$ cat src/rtl/seg_serial_adder.sv
// Segment-serial signed adder/subtractor: one SEG_W-bit slice per clock, carry
// held between slices, with carry-out, signed overflow and selectable overflow result.
module seg_serial_adder #(
  parameter int WIDTH    = 33,
  parameter int SEG_W    = 8,
  parameter int OVF_MODE = 1
) (
  input  logic             clk,
  input  logic             rst_n,
  input  logic             in_valid,
  output logic             in_ready,
  input  logic [WIDTH-1:0] a,
  input  logic [WIDTH-1:0] b,
  input  logic             cin,
  input  logic             sub,
  output logic             out_valid,
  input  logic             out_ready,
  output logic [WIDTH-1:0] s,
  output logic             cout,
  output logic             ovf
);

  localparam int NSEG   = (WIDTH + SEG_W - 1) / SEG_W;
  localparam int LAST_W = WIDTH - (NSEG - 1) * SEG_W;
  localparam int IDXW   = (NSEG > 1) ? $clog2(NSEG) : 1;
  localparam logic [IDXW-1:0] LAST_IDX = IDXW'(NSEG - 1);

  typedef enum logic [1:0] {
    IDLE,
    RUN,
    DONE
  } state_t;

  state_t state, state_nxt;

  logic [WIDTH-1:0] a_r, b_r, res;
  logic             carry, cout_r, ovf_r;
  logic [IDXW-1:0]  idx;
  logic             accept, last_seg;
  logic [31:0]      shamt;
  logic [SEG_W-1:0] seg_a, seg_b;
  logic [SEG_W:0]   seg_sum;
  logic [WIDTH-1:0] raw, final_s;
  logic             msb_cin, raw_ovf;

  always_ff @(posedge clk or negedge rst_n) begin
    if (!rst_n) state <= IDLE;
    else        state <= state_nxt;
  end

  always_comb begin
    state_nxt = state;
    in_ready  = 1'b0;
    out_valid = 1'b0;
    case (state)
      IDLE: begin
        in_ready = 1'b1;
        if (in_valid) state_nxt = RUN;
      end
      RUN: begin
        if (idx == LAST_IDX) state_nxt = DONE;
      end
      DONE: begin
        out_valid = 1'b1;
        if (out_ready) state_nxt = IDLE;
      end
      default: state_nxt = IDLE;
    endcase
  end

  assign accept   = in_valid && in_ready;
  assign last_seg = (state == RUN) && (idx == LAST_IDX);

  // The last slice may be narrower than SEG_W; the right shift zero-fills its unused
  // upper bits, so the MSB carry-out lands at seg_sum[LAST_W].
  always_comb begin
    shamt   = 32'(idx) * 32'(SEG_W);
    seg_a   = SEG_W'(a_r >> shamt);
    seg_b   = SEG_W'(b_r >> shamt);
    seg_sum = {1'b0, seg_a} + {1'b0, seg_b} + {{SEG_W{1'b0}}, carry};
    raw     = res | (WIDTH'(seg_sum[SEG_W-1:0]) << shamt);
    msb_cin = seg_sum[LAST_W-1] ^ a_r[WIDTH-1] ^ b_r[WIDTH-1];
    raw_ovf = msb_cin ^ seg_sum[LAST_W];
    final_s = raw;
    if (raw_ovf) begin
      if (OVF_MODE == 1)
        final_s = '0;
      else if (OVF_MODE == 2)
        final_s = a_r[WIDTH-1] ? {1'b1, {(WIDTH-1){1'b0}}} : {1'b0, {(WIDTH-1){1'b1}}};
    end
  end

  always_ff @(posedge clk or negedge rst_n) begin
    if (!rst_n) begin
      a_r    <= '0;
      b_r    <= '0;
      res    <= '0;
      carry  <= 1'b0;
      idx    <= '0;
      cout_r <= 1'b0;
      ovf_r  <= 1'b0;
    end else if (accept) begin
      a_r   <= a;
      b_r   <= sub ? ~b : b;
      carry <= cin ^ sub;
      idx   <= '0;
      res   <= '0;
    end else if (state == RUN) begin
      carry <= seg_sum[SEG_W];
      if (last_seg) begin
        res    <= final_s;
        cout_r <= seg_sum[LAST_W];
        ovf_r  <= raw_ovf;
      end else begin
        res <= raw;
        idx <= idx + IDXW'(1);
      end
    end
  end

  assign s    = res;
  assign cout = cout_r;
  assign ovf  = ovf_r;

endmodule
$ cat config.mk
export PLATFORM = sky130hd
export DESIGN_NAME = seg_serial_adder
export DESIGN_NICKNAME = d
export VERILOG_FILES = /design/src/rtl/seg_serial_adder.sv
export SDC_FILE = /design/constraint.sdc
export NUM_CORES = 1
export LEC_CHECK = 0
export CORE_MARGIN = 2
export CORE_UTILIZATION = 48
export CTS_BUF_LIST = sky130_fd_sc_hd__clkbuf_8
export DETAILED_ROUTE_END_ITERATION = 6
export PLACE_DENSITY_LB_ADDON = 0.3
export SLEW_MARGIN = 20
export SYNTH_ARGS = -nofsm -noshare
export SYNTH_HDL_FRONTEND = slang
export SYNTH_SLANG_ARGS = --single-unit
$ cat constraint.sdc
create_clock -name clk -period 3.3 [get_ports clk]
set_input_delay 0.66 -clock clk [delete_from_list [all_inputs] [get_ports clk]]
set_output_delay 0.66 -clock clk [all_outputs]
set_load 0.01 [all_outputs]
==> metrics.txt, run 1 <==
status=complete, no violations; CP max FO=18; Hold Crit Class=in -> async; ys async rst share=1.00; Final ANT Viol Nets=0; TritonRoute pass-1 iters=4; first-pass GRT wire length=17800 um; FP Rows=37; Die W=108 um; fmax=0.327 GHz; crit path time final=3.05 ns; Power, Total=7.36 mW; most frequent cells in the layout=106 x clkdlybuf4s50_1, 105 x dfrtp_1, 56 x a21oi_1; Cell variety after synth=40; final wirelength=10700 um; commonest non-fill, non-tap cell in the layout=clkdlybuf4s50_1; worst path required time=approximately 3.6 ns; vias in the first global route=between 3000 and 4000; ys flop type=dfrtp_1; cells after synthesis=442; I/O pin cnt=between 100 and 150; crit start category=register; Total GRT Usage=0.196; Die Height=between 100 and 150 um; Area Overhead vs Synth=27.8%; R2R Path End=s[12]; initial drt markers=199; post-cts hold buffer count=0; Final setup viols=0; unrepaired setup endpoints after global routing=false; CTS root buf=clkbuf_8; fin crit share=0.926; die area=11600 um^2; Num CTS Buffers=9; Crit Reg-Reg Startpoint=idx[2]; fin area=6570 um^2; Pwr Density=approximately 1100 nW/um^2; peak supply drop=559 uV; Residual DRC=0; DPL Wire Length=8080 um; Via density=around 5.4; Placer Congestion=approximately 0.9; CTS tree=yes; maxcap violations=0; Layout Nets=626; CP endpoint kind=register; CTS sink count=roughly 110; total grt overflow=0; clock slew at reported path FFs=0.11 ns; vias=3664; number of flops mapped to enable cells by yosys=0; Synth Net Count=525; Synth Cell Area=a little over 5000 um^2; Slew headroom=0.535; register area share after synthesis=0.521; flops & latches, synth=107; worst-margin pin slew=~0.7 ns; layout cells sized above 1=0.157; Pleak=2.71 nW; pin count of the biggest net entering global routing=58; Final Skew=0.0152 ns; kind of critical path=reg -> reg; Initial Utilization=0.496; Reg2Reg Depth=12; final hold vios=0; Longest Clk Path Bufs=2; CTS H-Tree Depth=3; synthesized area per cell=around 12 um^2; r2r setup slk=0.25 ns; Post-Place Cell Area=around 6400 um^2; Critical Path AT=3.31 ns; I/O Buffers=about 110; Core Area=10400 um^2; max-slew violations=0; n_diodes=0; worst skew pair latency=0.37 ns; Avg WL per Cell=15.7 um; Synth Warn #=0; initial antenna violation count=0
[synthesized netlist by cell type, drive strengths merged (7+ instances only)]
| cell | count | share of area |
|---|---|---|
| nand2 | 8 | 0.0058 |
| nor2 | 57 | 0.044 |
| dfrtp | 107 | 0.52 |
| and2 | 16 | 0.019 |
| a21oi | 56 | 0.054 |
| xnor2 | 40 | 0.068 |
| buf | 23 | 0.023 |
| ha | 9 | 0.022 |
| mux2 | 34 | 0.074 |
| inv | 7 | 0.0051 |
| a22o | 18 | 0.031 |
| mux4 | 14 | 0.061 |
| clkbuf | 8 | 0.0058 |
[kinds of logic (layout without fill, tap and decap cells)]
group / Yosys count / in the layout / share of synthesized area
muxes: 51 / 51 / 0.142
buffers and inverters: 38 / 143 / 0.0336
adders and majority gates: 11 / 11 / 0.0297
AOI/OAI and AO/OA: 94 / 94 / 0.111
and+or+nand+nor: 98 / 98 / 0.0900
xor gates and xnor gates: 43 / 43 / 0.0732
DFF: 107 / 107 / 0.521
[power breakdown]
| group | switching, mW | internal, mW |
|---|---|---|
| combinational | 2.17 | 2.11 |
| clock | 0.450 | 0.356 |
| sequential | 0.345 | 1.92 |
[per-layer routing]
layer / part of all wire / up-vias / global-route usage / routed length, um
met3: 0.054 / 14 / 0.0339 / 576
met1: 0.44 / 1809 / 0.272 / 4720
met5: 0 / - / 0 / 0
met4: 0.016 / 0 / 0.0623 / 176
li1: - / 1732 / - / -
met2: 0.49 / 109 / 0.315 / 5230
[worst max path at each step]
stage | from | cells after the start | end | slack (ns)
floorplan | idx[1] | 13 | s[23] | 0.001
global placement | idx[2] | 12 | s[17] | 0.16
detailed placement | idx[0] | 10 | s[17] | -0.06
CTS | idx[0] | 10 | s[12] | 0.11
global route | idx[1] | 12 | s[12] | 0.05
finish | idx[2] | 12 | s[12] | 0.25
[through the flow]
step           hold WS, ns  utilization  TNS, ns  setup WS, ns  cells
2_1_floorplan        0.364            -        0       0.00107    442
6_report             0.313        0.634        0         0.246    683
3_3_place_gp         0.474        0.613        0         0.156    667
3_5_place_dp         0.483        0.613   -0.572       -0.0565    667
5_1_grt              0.370        0.634        0        0.0494    683
4_1_cts              0.337        0.632        0         0.114    682
[sequential cells by signal, summed over array words and instances (netlist names)]
register and cells:
s 33, state 2, idx 3, b_r 33, ovf 1, a_r 33
carry 1, cout 1
[repair_timing]
action / in CTS / in global routing
buffers inserted: 0 / 1
resized for setup: 1 / 3
cloned: 0 / 0
pin swaps: 0 / 1
endpoints found under the setup margin: 15 / 32
[layout make-up]
class / instances / area [um^2]
Fill cell: 870 / 3800
Sequential cell: 107 / 2680
Multi-Input combinational cell: 297 / 2300
Timing Repair Buffer: 121 / 1200
Tap cell: 136 / 170
Clock buffer: 9 / 124
Clock inverter: 6 / 73.8
Inverter: 7 / 26.3
[worst max-delay path: stages, from the launching register on]
cell and delay, ns:
dfrtp_2 0.42, inv_1 0.10, a22oi_1 0.23, nor2_1 0.08, nor2_1 0.11, a31oi_1 0.07
fa_2 0.41, fa_1 0.59, xor2_1 0.17, xnor2_1 0.17, nor2b_4 0.23, nor2_4 0.11
a22o_1 0.27
Power figures use the tool's default switching activity.
==> inputs of run 2 (changes only) <==
- CTS_CLUSTER_SIZE: default -> 30
==> results of run 2 <==
No change in the layout: final DEF, timing and power equal those of run 1.
==> inputs of run 3 (changes only) <==
- CTS_CLUSTER_SIZE: 30 -> 8
==> results of run 3 <==
No change in the layout: final DEF, timing and power equal those of run 1.
